--- config.mk ---
export PLATFORM = sky130hd
export DESIGN_NAME = demux8_stream
export DESIGN_NICKNAME = d
export VERILOG_FILES = /design/src/rtl/demux8_pkg.sv /design/src/rtl/demux8_slot.sv /design/src/rtl/demux8_stream.sv
export SDC_FILE = /design/constraint.sdc
export NUM_CORES = 1
export LEC_CHECK = 0
export CAP_MARGIN = 20
export CORE_MARGIN = 3
export CORE_UTILIZATION = 33
export CTS_BUF_LIST = sky130_fd_sc_hd__clkbuf_8
export CTS_CLUSTER_DIAMETER = 50
export DETAILED_ROUTE_END_ITERATION = 7
export DONT_BUFFER_PORTS = 1
export SKIP_LAST_GASP = 1
export SYNTH_ARGS = -nofsm -noshare
export SYNTH_HDL_FRONTEND = slang
export SYNTH_SLANG_ARGS = --single-unit
--- constraint.sdc ---
create_clock -name clk -period 1.6 [get_ports clk]
set_clock_uncertainty 0.1 [all_clocks]
set_input_delay 0.24 -clock clk [delete_from_list [all_inputs] [get_ports clk]]
set_output_delay 0.24 -clock clk [all_outputs]
set_load 0.05 [all_outputs]
--- src/rtl/demux8_pkg.sv ---
// demux8_pkg: shared constants and types for the 8-way stream demultiplexer.
// Optional feature macro: DEMUX8_PERF_EN (per-channel load counters).
package demux8_pkg;

    localparam int CHANNELS = 8;
    localparam int PERF_W   = 16;

    typedef logic [2:0] chan_sel_t;

    // Occupancy of a one-entry channel register
    typedef enum logic {
        SLOT_EMPTY = 1'b0,
        SLOT_FULL  = 1'b1
    } slot_state_t;

endpackage : demux8_pkg

--- src/rtl/demux8_slot.sv ---
// demux8_slot: one-entry output register for a single channel.
// Load and drain may coincide; the new payload then replaces the old one
// and the slot stays FULL, giving one transfer per cycle per channel.
module demux8_slot
    import demux8_pkg::*;
#(
    parameter int WIDTH = 32
) (
    input  logic             clk,
    input  logic             rst_n,
    input  logic             i_load,
    input  logic             i_drain,
    input  logic [WIDTH-1:0] i_data,
    output logic             o_valid,
    output logic [WIDTH-1:0] o_data
);

    slot_state_t      r_state;
    slot_state_t      w_state_next;
    logic [WIDTH-1:0] r_data;

    // Occupancy state register
    always_ff @(posedge clk or negedge rst_n) begin
        if (!rst_n) begin
            r_state <= SLOT_EMPTY;
        end else begin
            r_state <= w_state_next;
        end
    end

    // Next occupancy: fill on load, empty only on a drain without a refill
    always_comb begin
        w_state_next = r_state;
        case (r_state)
            SLOT_EMPTY: begin
                if (i_load) begin
                    w_state_next = SLOT_FULL;
                end
            end
            SLOT_FULL: begin
                if (i_drain && !i_load) begin
                    w_state_next = SLOT_EMPTY;
                end
            end
            default: w_state_next = SLOT_EMPTY;
        endcase
    end

    // Payload changes only on load; it is kept even after the slot drains
    always_ff @(posedge clk or negedge rst_n) begin
        if (!rst_n) begin
            r_data <= '0;
        end else if (i_load) begin
            r_data <= i_data;
        end
    end

    assign o_valid = (r_state == SLOT_FULL);
    assign o_data  = r_data;

endmodule : demux8_slot

--- src/rtl/demux8_stream.sv ---
// demux8_stream: steers one valid/ready stream to one of eight channels,
// each backed by a one-entry register that drains independently.
// Optional feature macro: DEMUX8_PERF_EN adds per-channel saturating load
// counters readable through perf_sel/perf_count.
module demux8_stream
    import demux8_pkg::*;
#(
    parameter int WIDTH = 32
) (
    input  logic                      clk,
    input  logic                      rst_n,
`ifdef DEMUX8_PERF_EN
    input  chan_sel_t                 perf_sel,
    input  logic                      perf_clr,
    output logic [PERF_W-1:0]         perf_count,
`endif
    input  logic                      in_valid,
    output logic                      in_ready,
    input  chan_sel_t                 in_select,
    input  logic [WIDTH-1:0]          in_data,
    output logic [CHANNELS-1:0]       out_valid,
    input  logic [CHANNELS-1:0]       out_ready,
    output logic [CHANNELS*WIDTH-1:0] out_data
);

    logic                w_in_ready;
    logic                w_accept;
    logic [CHANNELS-1:0] w_load;
    logic [CHANNELS-1:0] w_drain;

    // Ready depends only on the addressed slot, never on in_valid, so a
    // stalled channel blocks only traffic aimed at it.
    assign w_in_ready = ~out_valid[in_select] | out_ready[in_select];
    assign w_accept   = in_valid & w_in_ready;
    assign in_ready   = w_in_ready;

    generate
        for (genvar gi = 0; gi < CHANNELS; gi++) begin : g_slot
            assign w_load[gi]  = w_accept & (in_select == chan_sel_t'(gi));
            assign w_drain[gi] = out_valid[gi] & out_ready[gi];

            demux8_slot #(
                .WIDTH (WIDTH)
            ) u_slot (
                .clk     (clk),
                .rst_n   (rst_n),
                .i_load  (w_load[gi]),
                .i_drain (w_drain[gi]),
                .i_data  (in_data),
                .o_valid (out_valid[gi]),
                .o_data  (out_data[gi*WIDTH +: WIDTH])
            );
        end
    endgenerate

`ifdef DEMUX8_PERF_EN
    logic [PERF_W-1:0] r_count [CHANNELS];

    generate
        for (genvar gi = 0; gi < CHANNELS; gi++) begin : g_perf
            // Saturating load counter; clear wins over a coincident load
            always_ff @(posedge clk or negedge rst_n) begin
                if (!rst_n) begin
                    r_count[gi] <= '0;
                end else if (perf_clr) begin
                    r_count[gi] <= '0;
                end else if (w_load[gi] && (r_count[gi] != {PERF_W{1'b1}})) begin
                    r_count[gi] <= r_count[gi] + 1'b1;
                end
            end
        end
    endgenerate

    assign perf_count = r_count[perf_sel];
`endif

endmodule : demux8_stream

After elaboration in Yosys (flattened, before gate mapping)
Cells that the tools add are included.
{"block": "word_totals", "register_bits": 264, "inputBits": 46, "out_inout_bits": 265, "wordCells": 96}
{"block": "classes", "magnitude_cmp": 1, "eq_ne": 7, "mux": 28, "bitwise_logic": 27, "reduce_logical": 17}
{"cell": "$mux 1", "n": 18}
{"cell": "$and 1x1->1", "n": 17}
{"cell": "$pmux 1 s2", "n": 8}
{"cell": "$eq 3x3->1 const B", "n": 4}
{"cell": "$not 1->1", "n": 9}
{"cell": "$logic_and 1x1->1", "n": 8}
{"cell": "$logic_not 1->1", "n": 8}
{"cell": "$bmux 1 s3", "n": 2}
{"cell": "$eq 3x2->1 const B", "n": 2}
{"cell": "$lt 3x4->1 const B", "n": 1}
{"cell": "$eq 3x1->1 const B", "n": 1}
{"cell": "$logic_not 3->1", "n": 1}
{"cell": "$or 1x1->1", "n": 1}

Logic depth before layout (Yosys ltp)
Gate-level depths: netlist of run 1.
{"block": "depth", "ltp_word": 10, "depth_mapped": 6, "depth_no_buf": 3}

By module
From an unflattened synthesis of run 1, not the netlist that was laid out.
{"block": "hier_totals", "hier_cells": 609, "area_unflattened_um2": 11343.4}
{"mod": "demux8_slot", "instances": 8, "cells_each": 71, "area_each_um2": 1377.6, "seq_area_each_um2": 825.8}
{"mod": "demux8_stream", "instances": 1, "cells_each": 41, "area_each_um2": 322.8, "seq_area_each_um2": 0.0}

Least setup slack after synthesis of run 1
No wires, ideal clock.
{"block": "synth_path", "path_kind": "reg-to-output", "start": "register g_slot[4].u_slot.r_state", "end": "output port in_ready", "arrival_time_ns": 1.246, "required_time_ns": 1.260, "slack_ns": 0.014, "path_stages_with_launch": 4, "path_buffers": 0, "cell_sequence": "dfrtp_1 -> nand2b_1 -> mux4_2 -> mux2_2"}
{"block": "synth_between", "elab_chain_cells": 4}
{"element": "from (decl)", "line_no": "demux8_slot.sv:18", "text": "slot_state_t r_state;"}
{"element": "from (signal assigned)", "line_no": "demux8_slot.sv:27", "text": "r_state <= w_state_next;"}
{"element": "$bmux 1 s3", "line_no": "demux8_stream.sv:33", "text": "assign w_in_ready = ~out_valid[in_select] | out_ready[in_select];"}
{"element": "$mux 1 (implied by the code)", "line_no": "demux8_stream.sv:33"}
{"element": "$not 1->1", "line_no": "demux8_stream.sv:33"}
{"element": "$or 1x1->1", "line_no": "demux8_stream.sv:33"}
{"element": "to (decl)", "line_no": "demux8_stream.sv:18", "text": "output logic in_ready,"}
No other way between the ends. The select of a mux whose other input is x is not followed.

Worst setup path after layout of run 1
{"block": "layout_path", "start": "register g_slot[5].u_slot.r_state", "end": "output port in_ready"}
{"block": "layout_between", "elab_chain_cells": 4}
{"element": "from (decl)", "line_no": "demux8_slot.sv:18"}
{"element": "from (signal assigned)", "line_no": "demux8_slot.sv:27"}
{"element": "$bmux 1 s3", "line_no": "demux8_stream.sv:33"}
{"element": "$mux 1 (implied by the code)", "line_no": "demux8_stream.sv:33"}
{"element": "$not 1->1", "line_no": "demux8_stream.sv:33"}
{"element": "$or 1x1->1", "line_no": "demux8_stream.sv:33"}
No other way between the ends. The select of a mux whose other input is x is not followed.

==> results of run 1 <==
[metrics by stage]
stage | hold WS, ns | std cells | util
after floorplan | -0.156 | 594 | -
final | -0.707 | 1217 | 0.438
after global routing | -0.754 | 1217 | 0.438
after CTS | -0.760 | 1208 | 0.430
after global placement | -0.150 | 1074 | 0.377
after detailed placement | -0.152 | 1074 | 0.377
[layout make-up]
type                    instances  area (µm²)
flip-flops and latches        264        6640
clock inverters                23         153
fillers                      2691       17200
repair buffers                184        1870
clock buffers                  58         798
well taps                     396         495
multi-input cells             292        3470
[cells in the final DEF, fill, tap and decap left out, drive strengths merged, types with 4 or more instances in the layout]
master / instances
dfrtp: 264
mux2: 257
buf: 134
clkbuf: 62
dlygate4sd3: 45
inv: 14
nand2: 10
nand2b: 8
clkinv: 8
nand3: 4
nor2b: 4
[worst max-delay path, stage by stage, from the launching register on]
cell      delay (ns)
dfrtp_1         0.35
nand2b_1        0.11
mux4_2          0.49
mux2_4          0.38
[cell families (layout without fill, tap and decap cells)]
family	Yosys count	after routing	share of synthesized area
buffers and inverters	38	265	0.0308
muxes	259	259	0.307
and+or+nand+nor	33	33	0.0198
DFF	264	264	0.642
[state kept, by name, indices dropped and copies added, names as in the netlist]
name / count
g_slot.u_slot.o_data: 256
g_slot.u_slot.o_valid: 8
[per-layer routing]
metal | wire, µm | vias up | track usage
li1 | - | 2485 | -
met1 | 11300 | 3068 | 0.202
met2 | 13900 | 250 | 0.263
met3 | 2660 | 42 | 0.0606
met4 | 459 | 0 | 0.0433
met5 | 0 | - | 0
[cell usage after synthesis (4+ instances only)]
| cell | n | area [µm²] |
|---|---|---|
| buf_2 | 10 | 50.1 |
| nand2b_1 | 8 | 50.1 |
| mux2_2 | 91 | 1020 |
| buf_6 | 15 | 169 |
| dfrtp_1 | 264 | 6610 |
| nand3_2 | 4 | 40.0 |
| nand2_1 | 10 | 37.5 |
| buf_4 | 13 | 97.6 |
| mux2_1 | 106 | 1190 |
| mux2_4 | 60 | 901 |
[report_power, final]
group          internal (mW)  switching [mW]  leakage [nW]
combinational           2.06            2.83          2.44
sequential              8.13            4.54          3.15
clock                   3.44            2.73         0.543
[worst paths after layout]
check                                                          endpoint  cells past startpoint                              startpoint
worst max-delay path                                           in_ready                      3      g_slot[5].u_slot.o_valid$_DFF_PN0_
worst min-delay path             g_slot[5].u_slot.o_data[9]$_DFFE_PN0P_                      0                                   rst_n
worst max register to register  g_slot[7].u_slot.o_data[31]$_DFFE_PN0P_                      7      g_slot[7].u_slot.o_valid$_DFF_PN0_
worst min register to register   g_slot[7].u_slot.o_data[1]$_DFFE_PN0P_                      1  g_slot[7].u_slot.o_data[1]$_DFFE_PN0P_
max in group asynchronous       g_slot[4].u_slot.o_data[15]$_DFFE_PN0P_                      0                                   rst_n
min in group clk                     g_slot[3].u_slot.o_valid$_DFF_PN0_                      4                                in_valid
[timing repair]
item,CTS,global route
setup buffers,4,8
resized for setup,27,44
endpoints found under the hold margin,528,264
pin swaps,0,1
cloned,3,5
setup endpoints to repair,31,164
==> impl_metrics.tcl, run 1 <==
set metrics [dict create \
    worstMarginPinSlew_ns 0.528 \
    power_density_nw_per_um2 1770 \
    gp_congestion 0.786 \
    hold_path_class "in -> async" \
    antenna_left 0 \
    place_area_um2 11600 \
    insertion_delay_ns 0.53 \
    period_needed_ns 2.20 \
    htreeDepth 2 \
    vias 5845 \
    synthDistinctLibCells 18 \
    cts_buffer_depth 3 \
    drc_errors 0 \
    crit_type "reg -> out" \
    antenna_found_initial 1 \
    slew-limit-headroom 0.648 \
    syn_area_um2 10300 \
    die_y_um 183 \
    numCtsBuffers 46 \
    crit_path_end_kind "output pin" \
    ys_warn_count 0 \
    p_leak_nw 6.13 \
    drtIter0Drc 192 \
    start_util 0.336 \
    post-route-cell-area_um2 13400 \
    slew_viol_final 0 \
    syn_to_final_growth_pct 30.6 \
    synth-seq-cells 264 \
    cts_tree "done" \
    status "finished, violations left" \
    start_kind "flip-flop" \
    synth_edf_count 0 \
    wl_per_cell_um 23.3 \
    drtPass1Iterations 4 \
    violations "hold timing, setup timing" \
    grt_max_degree 265 \
    worst_hold_slack_ns -0.707 \
    antenna_cells 0 \
    critical_path_peak_fanout 3 \
    grt_first_pass_wirelength_mm 42.2 \
    io_pins 311 \
    clock_sinks 264 \
    via_per_inst 4.80 \
    crit_arrival_ns 1.86 \
    grt_usage 0.161 \
    setup_tns_ns -4.58 \
    vdd_drop_max_uv 1020 \
    nets 834 \
    dieArea_um2 33300 \
    core-area_um2 30700 \
    syn_area_per_cell_um2 17.3 \
    syn-num-nets 640 \
    clk_pin_slew_worst_paths_ns 0.06 \
    row_count 64 \
    dp_slack_ns -0.0866 \
    power_mw 23.7 \
    hold_viol_final 264 \
    ff2ff_setup_slack_ns -0.12 \
    die_w_um 183 \
    synthFlopType "dfrtp_1" \
    cts_hold_buffers 46 \
    rsz0062_at_grt "yes" \
    period_share 1.38 \
    setup_viol_count_final 57 \
    worstPathRequired_ns 1.26 \
    ys_seq_area_frac 0.642 \
    routed_wl_mm 28.3 \
    drive_gt1_frac 0.507 \
    grt_pass1_vias 6659 \
    overflow 0 \
    syn_inst 594 \
    io_buffers 0 \
    fmax_mhz 454 \
    finalWorstSetupSlack_ns -0.602 \
    hpwl_mm 17.8 \
    async_flop_share 1.00 \
    maxCapViolCount 0 \
    root_buffer "clkbuf_8" \
]
Note: power is estimated with default switching activity, not from simulation.
==> run 2: changes to the inputs <==
==> constraint.sdc (replaced) <==
create_clock -name clk -period 1.6 [get_ports clk]
set_clock_uncertainty 0.1 [all_clocks]
set_input_delay 0.32 -clock clk [delete_from_list [all_inputs] [get_ports clk]]
set_output_delay 0.32 -clock clk [all_outputs]
set_load 0.05 [all_outputs]
==> run 2 against run 1 <==
Non-clock buffer count is 69 lower. Via count fell by 2.5%. Critical endpoint unchanged. Sequential power grew 18%. Combinational power is 53% lower. Clock power shrank 4.1%. Critical path depth stayed put. Final cell count down 6.0%. Global-route usage rose by 0.38 points. The run still ends with hold timing, setup timing left. Maximum frequency down 5.2%. Routed wire length up 4.1%. Largest cell class unchanged. Highest routed layer is now met5. Clock-buffer cell count fell by 3. Sequential share of layout area is 1.7 points higher.
==> impl_metrics.tcl, run 2 (synthesis results as in run 1) <==
set metrics [dict create \
    setup_viol_count_final 126 \
    fillers 2605 \
    hold_path_class "in -> async" \
    drc_errors 0 \
    worstMarginPinSlew_ns 0.529 \
    power_density_nw_per_um2 1720 \
    final_cell_mix "dfrtp_2 (256), mux2_4 (109), mux2_2 (85)" \
    insertion_delay_ns 0.54 \
    drive_gt1_frac 0.803 \
    violations "hold timing, setup timing" \
    cts_hold_buffers 45 \
    slowest_stage "mux4_2" \
    wl_met1_mm 11.6 \
    final_common_cell "dfrtp_2" \
    largest_reg_flops 256 \
    via_per_inst 4.98 \
    maxCapViolCount 0 \
    antenna_left 0 \
    wl_per_cell_um 25.8 \
    grt_usage 0.165 \
    nets 764 \
    finalWorstSetupSlack_ns -0.721 \
    clk_pin_slew_worst_paths_ns 0.06 \
    rsz0062_at_grt "yes" \
    grt_first_pass_wirelength_mm 42.0 \
    status "finished, violations left" \
    p_seq_frac 0.645 \
    slowest_delay_ns 0.51 \
    row_count 64 \
    crit_chain "nand2b_4, mux4_2, mux2_4" \
    period_share 1.45 \
    die_y_um 183 \
    vdd_drop_max_uv 936 \
    route.met2.wl_mm 14.1 \
    antenna_found_initial 2 \
    p_leak_nw 5.73 \
    switchingPower_mw 9.97 \
    crit_type "reg -> out" \
    vias 5699 \
    core-area_um2 30700 \
    setup_tns_ns -24.40 \
    drtPass1Iterations 4 \
    start_kind "flip-flop" \
    gp_congestion 0.769 \
    crit_path_end_kind "output pin" \
    clock_sinks 264 \
    power_frac_comb 0.100 \
    hold_viol_final 264 \
    root_buffer "clkbuf_8" \
    grt_max_degree 265 \
    route.met3.wl_mm 2.99 \
    crit_arrival_ns 1.90 \
    overflow 0 \
    die_w_um 183 \
    cts_buffer_depth 3 \
    power.internal_mw 13.3 \
    period_needed_ns 2.32 \
    worstPathRequired_ns 1.18 \
    slew-limit-headroom 0.647 \
    drtIter0Drc 194 \
    dieArea_um2 33300 \
    cts_tree "done" \
    slew_viol_final 0 \
    top_layer_used "met5" \
    io_buffers 0 \
    start_util 0.336 \
    io_pins 311 \
    fmax_mhz 431 \
    routed_wl_mm 29.5 \
    clkPwrFrac 0.255 \
    htreeDepth 2 \
    hpwl_mm 17.7 \
    syn_to_final_growth_pct 31.5 \
    critical_path_peak_fanout 2 \
    dp_slack_ns -0.154 \
    grt_pass1_vias 6361 \
    numCtsBuffers 45 \
    switching_share 0.429 \
    worst_hold_slack_ns -0.625 \
]
-- run 2: cell count changes in the layout (fill, tap and decap cells not counted), sizes merged, moves of 2 or more --
cell	previous run	this run
inv	14	18
clkbuf	62	60
buf	134	66
dlygate4sd3	45	42
clkinv	8	2
-- run 2: timing repair --
| action | in CTS | in global routing |
|---|---|---|
| gates cloned | 9 | 5 |
| endpoints found under the setup margin | 309 | 141 |
| setup buffers | 15 | 16 |
| resized for setup | 276 | 72 |
| endpoints found under the hold margin | 528 | 264 |
| pin swaps | 1 | 1 |
-- run 2: critical path, delay by kind of cell, from the launching register on --
kind	cells	cell delay [ns]
mux	2	0.89
simple gates	1	0.07
flops	1	0.40
-- run 2: power by group through the flow --
| stage | logic, mW | registers, mW | clock network (mW) |
|---|---|---|---|
| after global routing | 2.50 | 15.1 | 6.44 |
| after CTS | 2.07 | 15.0 | 6.10 |
| after detailed placement | 1.80 | 14.7 | 0 |
| after global placement | 1.67 | 14.7 | 0 |
| after floorplan | 1.55 | 14.2 | 0 |
| final | 2.32 | 15.0 | 5.92 |
-- run 2: metrics by stage --
stage	power, mW	area [µm²]	utilization	instances
floorplan	15.7	10400	-	594
global placement	16.4	11000	0.358	984
detailed placement	16.5	11000	0.358	984
CTS	23.1	13100	0.428	1128
global route	24.1	13500	0.441	1143
finish	23.2	13500	0.441	1144
-- run 2: cell type report --
| cell class | count | area (µm²) | share of cell area |
|---|---|---|---|
| flip-flops and latches | 264 | 6930 | 0.512 |
| multi-input cells | 292 | 3630 | 0.268 |
| repair buffers | 115 | 1600 | 0.118 |
| clock buffers | 55 | 757 | 0.0559 |
| well taps | 396 | 495 | 0.0366 |
| clock inverters | 21 | 124 | 0.00915 |
| diodes | 1 | 2.50 | 0.000185 |
-- run 2: final timing paths --
| path | start | endpoint | slack, ns | cells after the start |
|---|---|---|---|---|
| min in group clk | in_select[2] | g_slot[5].u_slot.o_valid$_DFF_PN0_ | 0.07 | 3 |
| worst max register to register | g_slot[5].u_slot.o_valid$_DFF_PN0_ | g_slot[5].u_slot.o_data[19]$_DFFE_PN0P_ | -0.49 | 11 |
| worst min register to register | g_slot[6].u_slot.o_data[19]$_DFFE_PN0P_ | g_slot[6].u_slot.o_data[19]$_DFFE_PN0P_ | 0.62 | 1 |
| max in group asynchronous | rst_n | g_slot[4].u_slot.o_data[19]$_DFFE_PN0P_ | 1.53 | 0 |
| worst min-delay path | rst_n | g_slot[0].u_slot.o_data[9]$_DFFE_PN0P_ | -0.62 | 0 |
| worst max-delay path | g_slot[5].u_slot.o_valid$_DFF_PN0_ | in_ready | -0.72 | 3 |
-- run 2: per-layer routing --
layer,GRT usage,up-vias
met2,0.268,267
met5,0,-
met1,0.199,3025
met3,0.0716,54
met4,0.0497,2
li1,-,2351
==> run 3: changes to the inputs <==
CORE_UTILIZATION = 55   (was 33)
PLACE_DENSITY = 0.7   (was unset)
clock period = 2.2 ns   (was 1.6 ns; I/O delays follow)
==> run 3 against run 2 <==
Sequential power is 29% lower. Clock power is 29% lower. First-iteration DRC count is 24% higher. Clock-buffer cell count is 3 higher. The flow still finishes with violations (hold timing, setup timing). Combinational power is 41% lower. Die area is 39% lower. Sequential share of layout area is 4.8 points higher. Routed wire length is 20% lower.
==> impl_metrics.tcl, run 3 (synthesis results as in run 1) <==
set metrics [dict create \
    crit_cells 3 \
    power_mw 16.2 \
    rsz0062_at_grt "yes" \
    cts_hold_buffers 34 \
    die_y_um 143 \
    clock_sinks 264 \
    drtIter0Drc 240 \
    period_share 1.07 \
    htreeDepth 2 \
    period_needed_ns 2.35 \
    vdd_drop_max_uv 739 \
    cpLargestDelayFamily "multiplexers" \
    slowest_stage "mux4_2" \
    io_pins 311 \
    critPathBufInv 0 \
    final_common_cell "dfrtp_1" \
    crit_arrival_ns 1.81 \
    hold_path_class "in -> async" \
    start_util 0.567 \
    placed_cells 808 \
    hold_viol_final 264 \
    slew-limit-headroom 0.542 \
    finalWorstSetupSlack_ns -0.151 \
    cts_buffer_depth 3 \
    grt_usage 0.228 \
    die_w_um 143 \
    via_per_inst 5.76 \
    crit_chain "nand2b_1, mux4_2, mux2_4" \
    root_buffer "clkbuf_8" \
    drive_gt1_frac 0.371 \
    critical_path_peak_fanout 2 \
    grt_first_pass_wirelength_mm 35.7 \
    final_cell_mix "dfrtp_1 (264), mux2_1 (106), mux2_2 (90)" \
    syn_to_final_growth_pct 14.6 \
    clk_pin_slew_worst_paths_ns 0.06 \
    status "finished, violations left" \
    grt_pass1_vias 5848 \
    crit_type "reg -> out" \
    worstMarginPinSlew_ns 0.688 \
    dp_slack_ns 0.132 \
    numCtsBuffers 42 \
    p_leak_nw 5.40 \
    power_density_nw_per_um2 1370 \
    grt_max_degree 265 \
    worstPathRequired_ns 1.66 \
    start_kind "flip-flop" \
    io_buffers 0 \
    maxCapViolCount 0 \
    place_area_um2 10500 \
    insertion_delay_ns 0.51 \
    drtPass1Iterations 4 \
    gp_congestion 0.786 \
    cts_tree "done" \
    largest_reg_flops 256 \
    fillers 1258 \
    vias 5339 \
    post-route-cell-area_um2 11800 \
    instances_no_fill 927 \
    routed_wl_mm 23.7 \
    crit_path_end_kind "output pin" \
    dieArea_um2 20400 \
    antenna_found_initial 0 \
    core-area_um2 18100 \
    drc_errors 0 \
    antenna_left 0 \
    r2r_cells 6 \
    antenna_cells 0 \
    setup_viol_count_final 1 \
    slowest_delay_ns 0.48 \
    fmax_mhz 425 \
    wl_per_cell_um 25.6 \
    overflow 0 \
    hpwl_mm 15.3 \
    slew_viol_final 0 \
    worst_hold_slack_ns -0.484 \
    row_count 49 \
    nets 712 \
    violations "hold timing, setup timing" \
]
## run 3: changes by cell type in the layout (fill, tap and decap cells not counted), sizes merged
cell / before / now
buf: 66 / 32
dlygate4sd3: 42 / 34
inv: 18 / 13
clkinv: 2 / 5
clkbuf: 60 / 58
dlymetal6s4s: 2 / 0
bufinv: 1 / 0
diode: 1 / 0
## run 3: final timing paths
| check | end | from | slack [ns] |
|---|---|---|---|
| hold / removal | g_slot[6].u_slot.o_data[12]$_DFFE_PN0P_ | rst_n | -0.48 |
| hold reg to reg | g_slot[5].u_slot.o_valid$_DFF_PN0_ | g_slot[5].u_slot.o_valid$_DFF_PN0_ | 0.45 |
| setup / recovery | in_ready | g_slot[2].u_slot.o_valid$_DFF_PN0_ | -0.15 |
| max in group asynchronous | g_slot[2].u_slot.o_data[3]$_DFFE_PN0P_ | rst_n | 1.90 |
| min in group clk | g_slot[6].u_slot.o_valid$_DFF_PN0_ | out_ready[6] | 0.04 |
| setup reg to reg | g_slot[2].u_slot.o_data[20]$_DFFE_PN0P_ | g_slot[2].u_slot.o_valid$_DFF_PN0_ | 0.28 |
## run 3: cell type report
class | count | area, µm² | area share
tap | 229 | 287 | 0.0243
sequential | 264 | 6610 | 0.560
clock buffer | 58 | 798 | 0.0677
multi-input combinational | 292 | 3380 | 0.287
timing repair buffer | 66 | 643 | 0.0545
clock inverter | 18 | 78.8 | 0.00668
## run 3: power by group
group	switching [mW]	internal [mW]	leakage [nW]
Clock	1.83	2.34	0.505
Sequential	4.77	5.85	3.18
Combinational	0.447	0.916	1.71
## run 3: stage by stage
stage | setup TNS [ns] | utilization
2_1_floorplan | 0 | -
3_3_place_gp | 0 | 0.579
3_5_place_dp | 0 | 0.579
4_1_cts | -0.181 | 0.650
5_1_grt | -0.235 | 0.650
6_report | -0.151 | 0.650
## run 3: repair_timing
action                                  in CTS  in global routing
pin swaps                                    0                  0
setup buffers                                8                  1
endpoints found under the setup margin       1                  1
resized for setup                            1                  0
hold endpoints to repair                   523                264
## run 3: metal layers
metal	part of all wire	routed length (µm)	track usage	up-vias
met3	0.11	2590	0.100	55
met4	0.028	653	0.0780	0
met1	0.37	8890	0.269	2786
met5	0	0	0	-
met2	0.49	11600	0.376	264
li1	-	-	-	2234
